--- config.mk ---
export PLATFORM = sky130hd
export DESIGN_NAME = sb_uart_slave
export DESIGN_NICKNAME = d
export VERILOG_FILES = /design/src/rtl/sb_uart_slave.sv
export SDC_FILE = /design/constraint.sdc
export NUM_CORES = 1
export LEC_CHECK = 0
export ABC_CLOCK_PERIOD_IN_PS = 4500
export BUFFER_PORTS_ARGS = -buffer_cell sky130_fd_sc_hd__buf_2
export CAP_MARGIN = 10
export CORE_MARGIN = 3
export CORE_UTILIZATION = 60
export DETAILED_ROUTE_END_ITERATION = 6
export GPL_ROUTABILITY_DRIVEN = 0
export GPL_TIMING_DRIVEN = 1
export PLACE_DENSITY = 0.78
export SETUP_SLACK_MARGIN = 0.2
export SLEW_MARGIN = 10
export SYNTH_ARGS = -nofsm -noshare
export SYNTH_HDL_FRONTEND = slang
export SYNTH_SLANG_ARGS = --single-unit
export TNS_END_PERCENT = 1
--- constraint.sdc ---
create_clock -name clk -period 4.5 [get_ports clk]
set_input_delay 0.45 -clock clk [delete_from_list [all_inputs] [get_ports clk]]
set_output_delay 0.45 -clock clk [all_outputs]
set_load 0.005 [all_outputs]
--- src/rtl/sb_uart_slave.sv ---
// sb_uart_slave: 8N1 soft UART responder on the 8-bit strobe/ack system bus.
// TX/RX FIFOs, programmable baud divisor, sticky error flags, level irq.
module sb_uart_slave #(
    parameter logic [3:0]  BUS_ADDR74  = 4'b0011,
    parameter int          FIFO_AW     = 2,
    parameter logic [15:0] DEFAULT_DIV = 16'd103
) (
    input  logic       clk,
    input  logic       rst,
    input  logic       wb_stbi,
    input  logic       wb_rwi,
    input  logic [7:0] wb_adri,
    input  logic [7:0] wb_dati,
    output logic [7:0] wb_dato,
    output logic       wb_acko,
    input  logic       rx,
    output logic       tx,
    output logic       irq
);

    localparam int CW = FIFO_AW + 1;
    localparam logic [CW-1:0] FULL_CNT = CW'(1 << FIFO_AW);

    typedef enum logic [1:0] {S_IDLE, S_START, S_DATA, S_STOP} state_t;

    logic             done, sel, wr, rd;
    logic [3:0]       reg_a;
    logic [7:0]       rd_data, status;
    logic [15:0]      div_r;
    logic [1:0]       irqen;
    logic             txovr, ferr, rxovr;

    logic [7:0]         tx_mem [1 << FIFO_AW];
    logic [FIFO_AW-1:0] tx_wp, tx_rp;
    logic [CW-1:0]      tx_cnt;
    logic               tx_full, tx_empty, tx_busy, tx_push, tx_pop, txovr_set;

    logic [7:0]         rx_mem [1 << FIFO_AW];
    logic [FIFO_AW-1:0] rx_wp, rx_rp;
    logic [CW-1:0]      rx_cnt;
    logic               rx_full, rx_avail, rx_push, rx_pop, rx_done, rxovr_set;
    logic               ferr_set, stat_clr;

    state_t      tx_st, tx_st_n;
    logic [15:0] tx_baud, tx_baud_n;
    logic [2:0]  tx_bit, tx_bit_n;
    logic [7:0]  tx_sh, tx_sh_n;

    state_t      rx_st, rx_st_n;
    logic [15:0] rx_baud, rx_baud_n;
    logic [2:0]  rx_bit, rx_bit_n;
    logic [7:0]  rx_sh, rx_sh_n;
    logic        rx_m, rx_s, rx_d;

    assign reg_a = wb_adri[3:0];
    assign sel   = wb_stbi & (wb_adri[7:4] == BUS_ADDR74) & ~done;
    assign wr    = sel & wb_rwi;
    assign rd    = sel & ~wb_rwi;

    assign tx_full  = (tx_cnt == FULL_CNT);
    assign tx_empty = (tx_cnt == '0);
    assign tx_busy  = (tx_st != S_IDLE);
    assign rx_full  = (rx_cnt == FULL_CNT);
    assign rx_avail = (rx_cnt != '0);

    assign status = {txovr, ferr, rxovr, rx_full,
                     rx_avail, tx_busy, tx_empty, tx_full};

    // A pop in the same cycle frees a slot, so a full FIFO can still accept
    assign tx_push   = wr & (reg_a == 4'h0) & (~tx_full | tx_pop);
    assign txovr_set = wr & (reg_a == 4'h0) & tx_full & ~tx_pop;
    assign rx_pop    = rd & (reg_a == 4'h0) & rx_avail;
    assign rx_push   = rx_done & (~rx_full | rx_pop);
    assign rxovr_set = rx_done & rx_full & ~rx_pop;
    assign stat_clr  = rd & (reg_a == 4'h1);

    always_comb begin
        rd_data = 8'h00;
        case (reg_a)
            4'h0:    rd_data = rx_avail ? rx_mem[rx_rp] : 8'h00;
            4'h1:    rd_data = status;
            4'h2:    rd_data = div_r[7:0];
            4'h3:    rd_data = div_r[15:8];
            4'h4:    rd_data = {6'b0, irqen};
            default: rd_data = 8'h00;
        endcase
    end

    always_ff @(posedge clk or posedge rst) begin
        if (rst) begin
            wb_acko <= 1'b0;
            wb_dato <= 8'h00;
            done    <= 1'b0;
            div_r   <= DEFAULT_DIV;
            irqen   <= 2'b00;
            txovr   <= 1'b0;
            ferr    <= 1'b0;
            rxovr   <= 1'b0;
            irq     <= 1'b0;
        end else begin
            wb_acko <= sel;
            wb_dato <= rd ? rd_data : 8'h00;
            done    <= wb_stbi & (done | sel);
            if (wr && reg_a == 4'h2) div_r[7:0]  <= wb_dati;
            if (wr && reg_a == 4'h3) div_r[15:8] <= wb_dati;
            if (wr && reg_a == 4'h4) irqen       <= wb_dati[1:0];
            txovr <= (txovr & ~stat_clr) | txovr_set;
            ferr  <= (ferr  & ~stat_clr) | ferr_set;
            rxovr <= (rxovr & ~stat_clr) | rxovr_set;
            irq   <= (irqen[0] & rx_avail) |
                     (irqen[1] & tx_empty & ~tx_busy);
        end
    end

    always_ff @(posedge clk or posedge rst) begin
        if (rst) begin
            tx_wp  <= '0;
            tx_rp  <= '0;
            tx_cnt <= '0;
            rx_wp  <= '0;
            rx_rp  <= '0;
            rx_cnt <= '0;
        end else begin
            if (tx_push) tx_wp <= tx_wp + 1'b1;
            if (tx_pop)  tx_rp <= tx_rp + 1'b1;
            tx_cnt <= tx_cnt + CW'(tx_push) - CW'(tx_pop);
            if (rx_push) rx_wp <= rx_wp + 1'b1;
            if (rx_pop)  rx_rp <= rx_rp + 1'b1;
            rx_cnt <= rx_cnt + CW'(rx_push) - CW'(rx_pop);
        end
    end

    always_ff @(posedge clk) begin
        if (tx_push) tx_mem[tx_wp] <= wb_dati;
        if (rx_push) rx_mem[rx_wp] <= rx_sh;
    end

    always_comb begin
        tx_st_n   = tx_st;
        tx_baud_n = tx_baud;
        tx_bit_n  = tx_bit;
        tx_sh_n   = tx_sh;
        tx_pop    = 1'b0;
        case (tx_st)
            S_IDLE: begin
                if (!tx_empty) begin
                    tx_pop    = 1'b1;
                    tx_sh_n   = tx_mem[tx_rp];
                    tx_baud_n = div_r;
                    tx_st_n   = S_START;
                end
            end
            S_START: begin
                if (tx_baud == '0) begin
                    tx_baud_n = div_r;
                    tx_bit_n  = 3'd0;
                    tx_st_n   = S_DATA;
                end else begin
                    tx_baud_n = tx_baud - 1'b1;
                end
            end
            S_DATA: begin
                if (tx_baud == '0) begin
                    tx_baud_n = div_r;
                    tx_sh_n   = {1'b0, tx_sh[7:1]};
                    tx_bit_n  = tx_bit + 3'd1;
                    if (tx_bit == 3'd7) tx_st_n = S_STOP;
                end else begin
                    tx_baud_n = tx_baud - 1'b1;
                end
            end
            S_STOP: begin
                if (tx_baud == '0) tx_st_n = S_IDLE;
                else               tx_baud_n = tx_baud - 1'b1;
            end
        endcase
    end

    // Line level decodes straight from state so reset forces idle-high at once
    assign tx = (tx_st == S_START) ? 1'b0 :
                (tx_st == S_DATA)  ? tx_sh[0] : 1'b1;

    always_ff @(posedge clk or posedge rst) begin
        if (rst) begin
            tx_st   <= S_IDLE;
            tx_baud <= '0;
            tx_bit  <= '0;
            tx_sh   <= '0;
            rx_st   <= S_IDLE;
            rx_baud <= '0;
            rx_bit  <= '0;
            rx_sh   <= '0;
            rx_m    <= 1'b1;
            rx_s    <= 1'b1;
            rx_d    <= 1'b1;
        end else begin
            tx_st   <= tx_st_n;
            tx_baud <= tx_baud_n;
            tx_bit  <= tx_bit_n;
            tx_sh   <= tx_sh_n;
            rx_st   <= rx_st_n;
            rx_baud <= rx_baud_n;
            rx_bit  <= rx_bit_n;
            rx_sh   <= rx_sh_n;
            rx_m    <= rx;
            rx_s    <= rx_m;
            rx_d    <= rx_s;
        end
    end

    always_comb begin
        rx_st_n   = rx_st;
        rx_baud_n = rx_baud;
        rx_bit_n  = rx_bit;
        rx_sh_n   = rx_sh;
        rx_done   = 1'b0;
        ferr_set  = 1'b0;
        case (rx_st)
            S_IDLE: begin
                if (rx_d && !rx_s) begin
                    rx_baud_n = div_r >> 1;
                    rx_st_n   = S_START;
                end
            end
            S_START: begin
                if (rx_baud == '0) begin
                    if (rx_s) begin
                        rx_st_n = S_IDLE;
                    end else begin
                        rx_baud_n = div_r;
                        rx_bit_n  = 3'd0;
                        rx_st_n   = S_DATA;
                    end
                end else begin
                    rx_baud_n = rx_baud - 1'b1;
                end
            end
            S_DATA: begin
                if (rx_baud == '0) begin
                    rx_baud_n = div_r;
                    rx_sh_n   = {rx_s, rx_sh[7:1]};
                    rx_bit_n  = rx_bit + 3'd1;
                    if (rx_bit == 3'd7) rx_st_n = S_STOP;
                end else begin
                    rx_baud_n = rx_baud - 1'b1;
                end
            end
            S_STOP: begin
                if (rx_baud == '0) begin
                    rx_done  = 1'b1;
                    ferr_set = ~rx_s;
                    rx_st_n  = S_IDLE;
                end else begin
                    rx_baud_n = rx_baud - 1'b1;
                end
            end
        endcase
    end

endmodule

==> results by group <==
Drt
  • Via Count: between 6k and 7k
  • Drc violations: 0
  • Antenna-violating nets left: 0
  • Routed WL per cell: approximately 21 µm
  • Iteration-0 DRC Markers: slightly above 1k
  • Vias per inst: 6.58
  • Final WL: between 15,000 and 20,000 µm
  • DRT Pass-1 Iters: 5

Synthesis
  • Synth Flop Type: dfrtp_1
  • Synth area leader: dfrtp_1
  • Post-synth EDFFs: 64
  • Synth Warn #: 0
  • Area contributors post-synth: dfrtp_1 29%, edfxtp_1 23%, mux2_2 5.3%, mux4_2 4.2%, ha_1 3.7%
  • Post-synth design cell area: ~8500 µm²
  • Post-Syn Nets: roughly 750
  • Sequential fraction of the synthesis area: 0.542
  • #FFs+latches synth: 171
  • Synthesized netlist cell count: between 700 and 800
  • Share of the synthesized area in the top cell type: 0.291
  • Syn avg cell area: roughly 12 µm²
  • Async set-reset flop share out of synthesis: 0.626
  • Library cells used by synthesis: 76

Pwr
  • Max VDD drop: 0.389 mV
  • PwrDens: ~640 nW/µm²
  • Leak: approximately 3.9 nW

Setup path
  • Worst path required time: between 4000 and 5000 ps
  • Arrival @ worst endpoint: ~3500 ps
  • Startpoint Class: flip-flop
  • Critical path class: reg2reg
  • Crit path max fanout: 7
  • Nature of the critical path endpoint: flip-flop

Floorplanning
  • Die width: 125 µm
  • Initial core utilization: 0.627
  • Die span in y: about 130 µm
  • FP Rows: 42
  • Core area: 13,600 µm²
  • Die area: about 16,000 µm²
  • I/O Pins: 32

Timing
  • # setup viols final: 0
  • Fmax: ~320 MHz
  • Setup tns final: 0 ps
  • Tmin final: approximately 3100 ps
  • Relative slew slack: 0.337
  • Slew Limit Fails: 0
  • Fin crit share: 0.691
  • Slew at the pin with the worst max-slew slack: around 1000 ps
  • Setup slack after layout: about 1400 ps
  • RSZ-0062 raised after global routing: false
  • Setup Skew: 7.36 ps
  • Final hold violations: 0

Placement
  • Post-DP Area: roughly 8800 µm²
  • PortBufs: 31
  • Placed Cells: slightly below 900
  • DP Wirelength: roughly 13,000 µm
  • Pre-CTS setup slack: ~1300 ps

GRT
  • First-pass GRT wire length: 31,300 µm
  • Largest net degree at the start of global routing: 82
  • Vias in the first global route: approximately 6k
  • Met3 Usage GRT: 0.0614
  • Grt met2 use: 0.401
  • Overall Global Routing Usage: 0.253
  • Busiest grt layer: met2
  • GRT met1 Usage: 0.330
  • Initial antenna violation count: 0
  • Gr ovfl total: 0

Final layout
  • N_diodes: 0
  • Syn-to-layout area delta: 10.1%
  • Layout Nets: around 770
  • Non-filler cells, final: ~910
  • Ratio of cells with drive above 1 in the final layout: 0.208
  • Post-Layout Inst Area: around 9400 µm²
  • Fillers: approximately 940
  • Final core utilization: 0.691

CTS
  • CTS tree: done
  • Worst-path clk slew: roughly 60 ps
  • Setup bufs post-CTS: 0
  • Clk root buf: clkbuf_16
  • Clock insertion delay at the later pin of the skew report: 440 ps
  • Number of clock sinks: 171
  • TritonCTS buffer count: 17
  • CTS H-Tree Depth: 4
  • CTS resizes: 0
  • Clock Tree Buf Depth: 2
  • Hold Buf Count CTS: 0

Min path
  • Hold WC Path Type: in2reg

Job
  • Max-Cap Viols: 0

Status
  • Status: finished, final reports clean
[logic make-up (layout without fill, tap and decap cells)]
logic type      Yosys count  count (layout)  synth area share
simple gates            204             204             0.130
flops                   171             171             0.542
compound gates          154             154             0.128
mux                      67              67             0.112
buf+inv                  66             100            0.0324
fa+ha+maj                27              27            0.0415
xor+xnor                 14              14            0.0144
[sequential cells by signal, summed over array words and instances (netlist names), 2 cells and up, named ones only]
signal / cells
div_r: 16
irqen: 2
rx_baud: 16
rx_bit: 3
rx_cnt: 3
rx_mem: 32
rx_rp: 2
rx_sh: 8
rx_wp: 2
tx_baud: 16
tx_bit: 3
tx_cnt: 3
tx_mem: 32
tx_rp: 2
tx_sh: 8
tx_st: 2
tx_wp: 2
wb_dato: 8
[through the flow]
stage | hold WS [ps] | total power, mW
after floorplan | 345 | 3.93
after global placement | 348 | 4.33
after detailed placement | 350 | 4.45
after CTS | 95.9 | 5.94
after global routing | 100 | 6.33
final | 109 | 5.98
[placed cells by master (no fill, tap or decap), types with 8 or more instances in the layout]
cell type	instances
dfrtp_1	99
edfxtp_1	64
nand2_1	43
mux2_2	40
o21ai_0	33
nor2_1	32
buf_2	31
inv_1	29
a21oi_1	25
ha_1	25
nor3_1	21
nand3_1	19
clkbuf_16	17
mux4_2	16
nand4_1	13
nor4_1	12
xnor2_1	11
nand2b_1	11
a22oi_1	10
or3_1	10
a22o_1	9
and2_1	9
dfstp_2	8
[layout make-up]
cell class	count	area [µm²]	area share
multi-input combinational	466	3620	0.387
clock buffer	19	443	0.0473
tap	176	220	0.0235
timing repair buffer	37	200	0.0214
clock inverter	13	155	0.0166
inverter	31	119	0.0127
sequential	171	4610	0.492
[final timing paths]
kind                            slack, ps       start  depth (start not counted)     endpoint
worst max-delay path                 1390  rx_baud[9]                          9    rx_cnt[1]
worst min-delay path                  110          rx                          1         rx_m
worst max register to register       1390  rx_baud[9]                          9    rx_cnt[1]
worst min register to register        360        rx_m                          0         rx_s
max in group asynchronous            3290         rst                          3  rx_baud[12]
min in group asynchronous             240         rst                          2    rx_bit[2]
[critical path, cell delays in order (launching register included)]
cell and delay [ps]:
dfrtp_1 420, nor4_1 670, nand4_1 410, nor2_1 400
a21oi_1 190, a41o_1 270, ha_1 170, inv_1 70
fa_1 410, inv_1 60
[cell usage after synthesis, types with 13 or more instances]
| library cell | number |
|---|---|
| nand4_1 | 13 |
| nor2_1 | 32 |
| a21oi_1 | 25 |
| mux2_2 | 40 |
| ha_1 | 25 |
| dfrtp_1 | 99 |
| edfxtp_1 | 64 |
| nor3_1 | 21 |
| inv_1 | 30 |
| nand2_1 | 43 |
| mux4_2 | 16 |
| nand3_1 | 19 |
| clkbuf_1 | 26 |
| o21ai_0 | 33 |
[metal layers]
layer / part of all wire / routed length, µm / vias to the layer above
met5: 0 / 0 / -
met3: 0.072 / 1380 / 54
met4: 0.036 / 694 / 0
met1: 0.41 / 7900 / 2962
li1: - / - / 2707
met2: 0.48 / 9270 / 283
[power by group]
part           total (mW)  switching [mW]  internal [mW]
Clock                1.48           0.633          0.846
Sequential           2.14           0.276           1.86
Combinational        2.37            1.42          0.952
Total                5.98            2.32           3.66
No activity file was read; power rests on OpenSTA's default activity.
